<file path="src/rtl/bullet_engine.sv">
// bullet_engine: multi-slot projectile manager for the playfield display path.
//
// Holds NUM_BULLETS independent bullet slots. Each slot has a position, a
// direction and a remaining lifetime. A rising edge on fire loads the
// lowest-index free slot at the ship origin, gated by a frame-based cooldown.
// Slots move SPEED pixels per frame (one frame_tick per synchronised vsync
// rise) and free on lifetime expiry or when the step would leave the screen.
// A registered per-pixel hit test drives bullet_on/bullet_id one cycle after
// DrawX/DrawY.
//
// Optional feature macro: BULLET_WRAP_EN -- off-screen steps wrap modulo
// 640 (X) / 480 (Y) instead of freeing the slot.
//
// Ports:
//   sys_clk      system clock
//   Reset        asynchronous active-high reset
//   vsync        VGA vertical sync (asynchronous level)
//   fire         fire request level, edge-detected
//   dir          fire direction: 0 up, 1 down, 2 left, 3 right
//   DrawX/DrawY  current pixel coordinates
//   bullet_on    pixel (one cycle earlier) is covered by an active bullet
//   bullet_id    lowest-index covering slot, 0 when bullet_on is 0
//   active_mask  per-slot active flags
//   fire_ack     one-cycle pulse: fire accepted
//   fire_drop    one-cycle pulse: fire rejected, no free slot
module bullet_engine #(
    parameter int unsigned NUM_BULLETS = 4,
    parameter int unsigned LIFETIME    = 64,
    parameter int unsigned SPEED       = 2,
    parameter int unsigned HALF_LEN    = 1,
    parameter int unsigned ORIGIN_X    = 320,
    parameter int unsigned ORIGIN_Y    = 240,
    parameter int unsigned COOLDOWN    = 8,
    localparam int unsigned IdW = (NUM_BULLETS > 1) ? $clog2(NUM_BULLETS) : 1
) (
    input  logic                   sys_clk,
    input  logic                   Reset,
    input  logic                   vsync,
    input  logic                   fire,
    input  logic [1:0]             dir,
    input  logic [9:0]             DrawX,
    input  logic [9:0]             DrawY,
    output logic                   bullet_on,
    output logic [IdW-1:0]         bullet_id,
    output logic [NUM_BULLETS-1:0] active_mask,
    output logic                   fire_ack,
    output logic                   fire_drop
);

    localparam logic signed [10:0] Spd      = 11'(SPEED);
    localparam logic [10:0]        HalfLen  = 11'(HALF_LEN);
    localparam logic signed [10:0] XMax     = 11'sd639;
    localparam logic signed [10:0] YMax     = 11'sd479;
    localparam logic [9:0]         OriginX  = 10'(ORIGIN_X);
    localparam logic [9:0]         OriginY  = 10'(ORIGIN_Y);
    localparam logic [7:0]         LifeInit = 8'(LIFETIME);
    localparam logic [7:0]         CoolInit = 8'(COOLDOWN);

    logic                   vs_s1_q, vs_s2_q, vs_s3_q, tick_q, fire_q;
    logic [9:0]             x_q    [NUM_BULLETS];
    logic [9:0]             x_d    [NUM_BULLETS];
    logic [9:0]             y_q    [NUM_BULLETS];
    logic [9:0]             y_d    [NUM_BULLETS];
    logic [1:0]             dir_q  [NUM_BULLETS];
    logic [1:0]             dir_d  [NUM_BULLETS];
    logic [7:0]             life_q [NUM_BULLETS];
    logic [7:0]             life_d [NUM_BULLETS];
    logic [NUM_BULLETS-1:0] act_q, act_d;
    logic [7:0]             cool_q, cool_d;
    logic                   ack_q, ack_d, drop_q, drop_d, on_q, on_d;
    logic [IdW-1:0]         id_q, id_d;
    logic                   fire_rise;

    assign fire_rise = fire & ~fire_q;

    always_ff @(posedge sys_clk or posedge Reset) begin
        if (Reset) begin
            vs_s1_q <= 1'b0;
            vs_s2_q <= 1'b0;
            vs_s3_q <= 1'b0;
            tick_q  <= 1'b0;
            fire_q  <= 1'b0;
            act_q   <= '0;
            cool_q  <= '0;
            ack_q   <= 1'b0;
            drop_q  <= 1'b0;
            on_q    <= 1'b0;
            id_q    <= '0;
            for (int i = 0; i < NUM_BULLETS; i++) begin
                x_q[i]    <= '0;
                y_q[i]    <= '0;
                dir_q[i]  <= '0;
                life_q[i] <= '0;
            end
        end else begin
            vs_s1_q <= vsync;
            vs_s2_q <= vs_s1_q;
            vs_s3_q <= vs_s2_q;
            // Rising edge of the synchronised vsync, registered once more.
            tick_q  <= vs_s2_q & ~vs_s3_q;
            fire_q  <= fire;
            act_q   <= act_d;
            cool_q  <= cool_d;
            ack_q   <= ack_d;
            drop_q  <= drop_d;
            on_q    <= on_d;
            id_q    <= id_d;
            x_q     <= x_d;
            y_q     <= y_d;
            dir_q   <= dir_d;
            life_q  <= life_d;
        end
    end

    // Slot motion, expiry, allocation and cooldown.
    always_comb begin
        logic signed [10:0] nx, ny;
        logic               free_found;
        logic [IdW-1:0]     free_idx;
        x_d        = x_q;
        y_d        = y_q;
        dir_d      = dir_q;
        life_d     = life_q;
        act_d      = act_q;
        cool_d     = cool_q;
        ack_d      = 1'b0;
        drop_d     = 1'b0;
        nx         = '0;
        ny         = '0;
        free_found = 1'b0;
        free_idx   = '0;

        // Free-slot search uses pre-tick occupancy: a slot freed this cycle
        // is not reused until the next one.
        for (int i = NUM_BULLETS - 1; i >= 0; i--) begin
            if (!act_q[i]) begin
                free_found = 1'b1;
                free_idx   = IdW'(i);
            end
        end

        if (tick_q) begin
            for (int i = 0; i < NUM_BULLETS; i++) begin
                if (act_q[i]) begin
                    nx = signed'({1'b0, x_q[i]});
                    ny = signed'({1'b0, y_q[i]});
                    case (dir_q[i])
                        2'd0:    ny = ny - Spd;
                        2'd1:    ny = ny + Spd;
                        2'd2:    nx = nx - Spd;
                        default: nx = nx + Spd;
                    endcase
                    life_d[i] = life_q[i] - 8'd1;
`ifdef BULLET_WRAP_EN
                    if (nx < 11'sd0) begin
                        nx = nx + 11'sd640;
                    end else if (nx > XMax) begin
                        nx = nx - 11'sd640;
                    end
                    if (ny < 11'sd0) begin
                        ny = ny + 11'sd480;
                    end else if (ny > YMax) begin
                        ny = ny - 11'sd480;
                    end
                    if (life_q[i] == 8'd1) begin
                        act_d[i] = 1'b0;
                    end
`else
                    if (life_q[i] == 8'd1 || nx < 11'sd0 || nx > XMax ||
                        ny < 11'sd0 || ny > YMax) begin
                        act_d[i] = 1'b0;
                    end
`endif
                    x_d[i] = nx[9:0];
                    y_d[i] = ny[9:0];
                end
            end
        end

        if (tick_q && cool_q != 8'd0) begin
            cool_d = cool_q - 8'd1;
        end

        // A fire during cooldown is silently ignored (neither ack nor drop).
        if (fire_rise && cool_q == 8'd0) begin
            if (free_found) begin
                x_d[free_idx]    = OriginX;
                y_d[free_idx]    = OriginY;
                dir_d[free_idx]  = dir;
                life_d[free_idx] = LifeInit;
                act_d[free_idx]  = 1'b1;
                ack_d            = 1'b1;
                cool_d           = CoolInit;
            end else begin
                drop_d = 1'b1;
            end
        end
    end

    // Per-pixel hit test; compares are arranged to avoid subtraction underflow.
    always_comb begin
        logic cov;
        on_d = 1'b0;
        id_d = '0;
        cov  = 1'b0;
        for (int i = NUM_BULLETS - 1; i >= 0; i--) begin
            if (!dir_q[i][1]) begin
                cov = (DrawX == x_q[i]) &&
                      ({1'b0, y_q[i]} + HalfLen >= {1'b0, DrawY}) &&
                      ({1'b0, DrawY} + HalfLen >= {1'b0, y_q[i]});
            end else begin
                cov = (DrawY == y_q[i]) &&
                      ({1'b0, x_q[i]} + HalfLen >= {1'b0, DrawX}) &&
                      ({1'b0, DrawX} + HalfLen >= {1'b0, x_q[i]});
            end
            if (act_q[i] && cov) begin
                on_d = 1'b1;
                id_d = IdW'(i);
            end
        end
    end

    assign bullet_on   = on_q;
    assign bullet_id   = id_q;
    assign active_mask = act_q;
    assign fire_ack    = ack_q;
    assign fire_drop   = drop_q;

endmodule

</file>
<file path="config.mk">
export PLATFORM = sky130hd
export DESIGN_NAME = bullet_engine
export DESIGN_NICKNAME = d
export VERILOG_FILES = /design/src/rtl/bullet_engine.sv
export SDC_FILE = /design/constraint.sdc
export NUM_CORES = 1
export LEC_CHECK = 0
export BUFFER_PORTS_ARGS = -buffer_cell sky130_fd_sc_hd__buf_2
export CAP_MARGIN = 20
export CORE_MARGIN = 2
export CORE_UTILIZATION = 60
export DETAILED_ROUTE_END_ITERATION = 7
export PLACE_DENSITY = 0.84
export SETUP_SLACK_MARGIN = 0.2
export SLEW_MARGIN = 20
export SYNTH_ARGS = -nofsm -noshare
export SYNTH_HDL_FRONTEND = slang
export SYNTH_SLANG_ARGS = --single-unit
</file>
<file path="constraint.sdc">
create_clock -name sys_clk -period 5.4 [get_ports sys_clk]
set_clock_uncertainty 0.1 [all_clocks]
set_input_delay 1.08 -clock sys_clk [delete_from_list [all_inputs] [get_ports sys_clk]]
set_output_delay 1.08 -clock sys_clk [all_outputs]
set_load 0.05 [all_outputs]
</file>
# Word level (Yosys, flattened, before mapping)
# Cells that the tools add are included.
[classes] eq_ne=20 n_div=0 order_cmp=36 n_mul=0 add_sub_neg=31 mux=92 n_bitwise=15 reduce_logical=51 n_shift=0
[ops] op="$mux 40" count=6
[ops] op="$ge 11x10->1" count=16
[ops] op="$mux 11" count=16
[ops] op="$pmux 11 s2" count=8
[ops] op="$add 10x1->11 const B" count=10
[ops] op="$mux 32" count=3
[ops] op="$mux 10" count=9
[ops] op="$add 10x2->11 const B" count=8
[ops] op="$lt 11x1->1 const B" count=8
[ops] op="$sub 10x2->11 const B" count=8
[ops] op="$eq 10x10->1" count=8
[ops] op="$mux 8" count=8
[ops] op="$gt 11x10->1 const B" count=4
[ops] op="$gt 11x11->1 const B" count=4
[ops] op="$sub 8x1->8 const B" count=5
[ops] op="$and 32x32->32" count=1
[ops] op="$eq 8x1->1 const B" count=4
[ops] op="$not 32->32" count=1
[ops] op="$and 28x28->28" count=1
[ops] op="$not 28->28" count=1
[ops] op="$mux 1" count=25
[ops] op="$and 24x24->24" count=1
[ops] op="$logic_and 1x1->1" count=24
[ops] op="$not 24->24" count=1
[ops] op="other kinds (25)" count=65
[word_totals] ff_bits=142 input_bits=26 mem_bits_ro=0 latch_bits=0 memories=0 mem_bits_rw=0

# Depth between registers and ports, before layout
[depth] word_depth=16 ltp_mapped=14

# Worst setup path after synthesis
# OpenSTA, ideal clock, no wires.
[synth_path] path_kind="input port to flip-flop" from="in DrawY[2]" to="reg on_q, in the netlist bullet_on" setup_slack_ns=1.514 arrival_ns=3.650 required_ns=5.164 setup_time_ns=0.136 stages=14 path_cell_list="clkbuf_1 inv_1 nor3_1 nand3_1 nor3_1 xnor2_1 ha_1 o211a_1 a221oi_1 nand2_1 a31oi_1 a311oi_1 nor4_1 nand3_1"
[synth_between] elab_chain_cells=9 word_cells_on_any_way=41
[synth_lines] item="start, declared" line="42" text="input logic [9:0] DrawY,"
[synth_lines] item="$add 10x1->11 (tied with other cells)" line="210" text="({1'b0, DrawY} + HalfLen >= {1'b0, y_q[i]});"
[synth_lines] item="$ge 11x10->1 (tied with other cells)" line="210"
[synth_lines] item="$logic_and 1x1->1, on equally long branches" line="209, 213"
[synth_lines] item="$mux 1" line="207" text="if (!dir_q[i][1]) begin"
[synth_lines] item="$logic_and 1x1->1" line="216" text="if (act_q[i] && cov) begin"
[synth_lines] item="$mux 1 (3 in series)" line="216"
[synth_lines] item="$mux 1 (*)" line="216"
[synth_lines] item="named net on_d" line="70" text="logic ack_q, ack_d, drop_q, drop_d, on_q, on_d;"
[synth_lines] item="end signal, assigned" line="106" text="on_q <= on_d;"
[synth_lines] item="end, declared" line="70"
# Mark *: on every way through the listed nets, which the timed path passes. The rest lies on a longest branch.
# A chain may end at the register's enable or synchronous reset.

# Worst setup path after layout
[layout_path] from="in DrawX[1]" to="reg on_q, in the netlist bullet_on"
[layout_between] elab_chain_cells=9 word_cells_on_any_way=41
[layout_lines] item="start, declared" line="41" text="input logic [9:0] DrawX,"
[layout_lines] item="$add 10x1->11 (tied with other cells)" line="214" text="({1'b0, DrawX} + HalfLen >= {1'b0, x_q[i]});"
[layout_lines] item="$ge 11x10->1 (tied with other cells)" line="214"
[layout_lines] item="$logic_and 1x1->1, on equally long branches" line="213, 209"
[layout_lines] item="$mux 1" line="207"
[layout_lines] item="$logic_and 1x1->1" line="216"
[layout_lines] item="$mux 1 (3 in series)" line="216"
[layout_lines] item="$mux 1 (*)" line="216"
[layout_lines] item="named net on_d" line="70"
# Marks and branches as above.

==> results.json <==
{
  "critPathCaptureType": "flip-flop",
  "synth-main-ff-cell": "dfrtp_1",
  "drtPass1Iterations": 6,
  "syn-cell-area_um2": 14700,
  "postCtsSetupBuffers": 0,
  "fin_nets": 1993,
  "clock_sinks": 142,
  "placement.io_buffers": 34,
  "first_iter_violations": 1306,
  "whs_ps": 246,
  "setup_tns_ps": 0,
  "leakagePower_nw": 7.00,
  "utilization_pct": 64.1,
  "synth-seq-area-share_pct": 24.1,
  "clk_pin_slew_ps": 60,
  "synth_seq_cells": 142,
  "wire_per_inst_um": 20.1,
  "io_pins": 35,
  "die_x_um": 161,
  "yosys_warnings": 0,
  "core_um2": 24200,
  "drv_slew": 0,
  "die_h_um": 161,
  "peakVddDrop_uv": 326,
  "power_density_nw_per_um2": 322,
  "drc": 0,
  "synth.most_common_cell": "ha_1",
  "r2r_cells": 10,
  "start_kind": "input port",
  "drive_above_1_share_pct": 5.60,
  "route.vias.total": 13600,
  "worstPathMaxFanout": 8,
  "nFillCells": 2044,
  "hold_viol": 0,
  "synth.distinct_cells": 83,
  "worstPathArrival_ps": 4120,
  "hold_buffers": 0,
  "cts_buffer_depth": 2,
  "finalCriticalPeriod_ps": 3930,
  "dp_hpwl_um": 31700,
  "rsz0062_at_grt": "false",
  "synth_edf_count": 0,
  "pre_cts_slack_ps": 1020,
  "htreeDepth": 4,
  "num_rows": 57,
  "hold_path_class": "flip-flop to flip-flop",
  "syn_to_final_growth_pct": 5.45,
  "die-area_um2": 25800,
  "total_power_mw": 5.00,
  "cts_tree": "yes",
  "synthArstFlopShare_pct": 100,
  "yosys.area.top_type": "dfrtp_1",
  "rr_startpoint": "dir_q[7]",
  "place.gp.congestion": 0.930,
  "grt_pass1_vias": 13300,
  "synth_top_area_share_pct": 24.1,
  "period_share_pct": 72.7,
  "grtUsageTotal_pct": 33.1,
  "syn_inst": 1796,
  "viasPerCell": 6.47,
  "start_util_pct": 60.8,
  "worst_slack_ps": 1470,
  "clkLatencyLatePin_ps": 440,
  "min_from": "vs_s1_q",
  "synth_common_cells": "207 x ha_1, 151 x nand2_1, 142 x dfrtp_1",
  "drt_wl_total_um": 42200,
  "max_cap_viol_count": 0,
  "synth_area_per_cell_um2": 8.20,
  "min_path_cells": 0,
  "path_class": "input port to flip-flop",
  "final_antenna_net_count": 0,
  "antenna_found_initial": 0,
  "cts_resized": 0,
  "slew_headroom_pct": 38.9,
  "cts_inserted_buffers": 17,
  "synth_area_leaders": "dfrtp_1 24%, ha_1 18%, xnor2_1 8.2%, xor2_1 5.2%, nand2_1 3.8%",
  "grt_pass1_wl_um": 68600,
  "critPathRequiredTime_ps": 5600,
  "grt_max_degree": 76,
  "synth_nets": 2033,
  "max_freq_ghz": 0.255,
  "tightest_slew_ps": 917,
  "clockRootBuffer": "clkbuf_16",
  "status": "finished, final reports clean",
  "grt_overflow": 0,
  "cp-startpoint": "DrawX[1]",
  "setup_violations": 0
}
final timing paths:
path	end	slack, ps
min in group asynchronous	x_q[33]	650
worst min register to register	vs_s2_q	250
worst max register to register	active_mask[0]	1790
worst min-delay path	vs_s2_q	250
max in group asynchronous	x_q[1]	3590
worst max-delay path	bullet_on	1470
layout make-up:
| cell class | instances | area, um^2 | area share, % |
|---|---|---|---|
| antenna | 1 | 2.50 | 0.0161 |
| clock buffer | 20 | 437 | 2.81 |
| clock inverter | 12 | 135 | 0.870 |
| inverter | 116 | 440 | 2.83 |
| multi-input combinational | 1438 | 10300 | 66.6 |
| sequential | 142 | 3550 | 22.9 |
| tap | 324 | 405 | 2.61 |
| timing repair buffer | 41 | 223 | 1.43 |
cell families after synthesis:
family / Yosys count / share of synthesized area [%]
xor+xnor: 226 / 13.4
flops: 142 / 24.1
compound gates: 375 / 16.8
mux: 5 / 0.348
buf+inv: 216 / 5.73
fa+ha+maj: 211 / 18.1
simple gates: 621 / 21.5
worst max-delay path: stages:
cell	delay, ps
buf_2	190
ha_1	220
nand3_1	210
nor4_1	380
xnor2_1	270
ha_1	330
and4_1	220
a211o_1	290
a311oi_1	310
a311oi_1	80
nor4_1	400
nand3_1	130
cell usage in the layout (no fill, tap or decap), drive strengths merged, types with 7 or more instances in the layout:
cell    instances
ha            207
nand2         151
dfrtp         142
xnor2         138
nor2          133
inv           118
a21oi          99
xor2           88
nand3          83
o21ai          72
nor3           42
buf            41
a21o           34
nor4           32
nand2b         28
nand4          27
or3            26
a211oi         24
a31oi          22
o211ai         22
and3           21
clkbuf         20
nor2b          13
o21a           13
and2           13
or4            13
or2             9
o31ai           9
nor3b           8
clkinv          7
flip-flops by register name (all words and copies together) (netlist names), 2 cells and up:
register / cells
life_q: 32
y_q: 40
active_mask: 4
dir_q: 8
cool_q: 8
x_q: 40
bullet_id: 2
report_power, final:
part	switching [mW]	internal, mW
registers	0.397	1.23
clock network	0.505	0.684
logic	1.22	0.963
total	2.12	2.87
layer usage:
layer / vias to the layer above / global-route usage, % / wire length (um)
li1: 6320 / - / -
met1: 6491 / 42.3 / 17400
met2: 604 / 55.7 / 20100
met3: 136 / 4.34 / 2790
met4: 0 / 16.0 / 1940
met5: - / 0 / 0
through the flow:
step	cell area (um^2)	std cells
floorplan	14700	1796
global placement	15000	2061
detailed placement	15000	2061
CTS	15500	2093
global route	15500	2093
finish	15500	2094
Power figures use the tool's default switching activity.
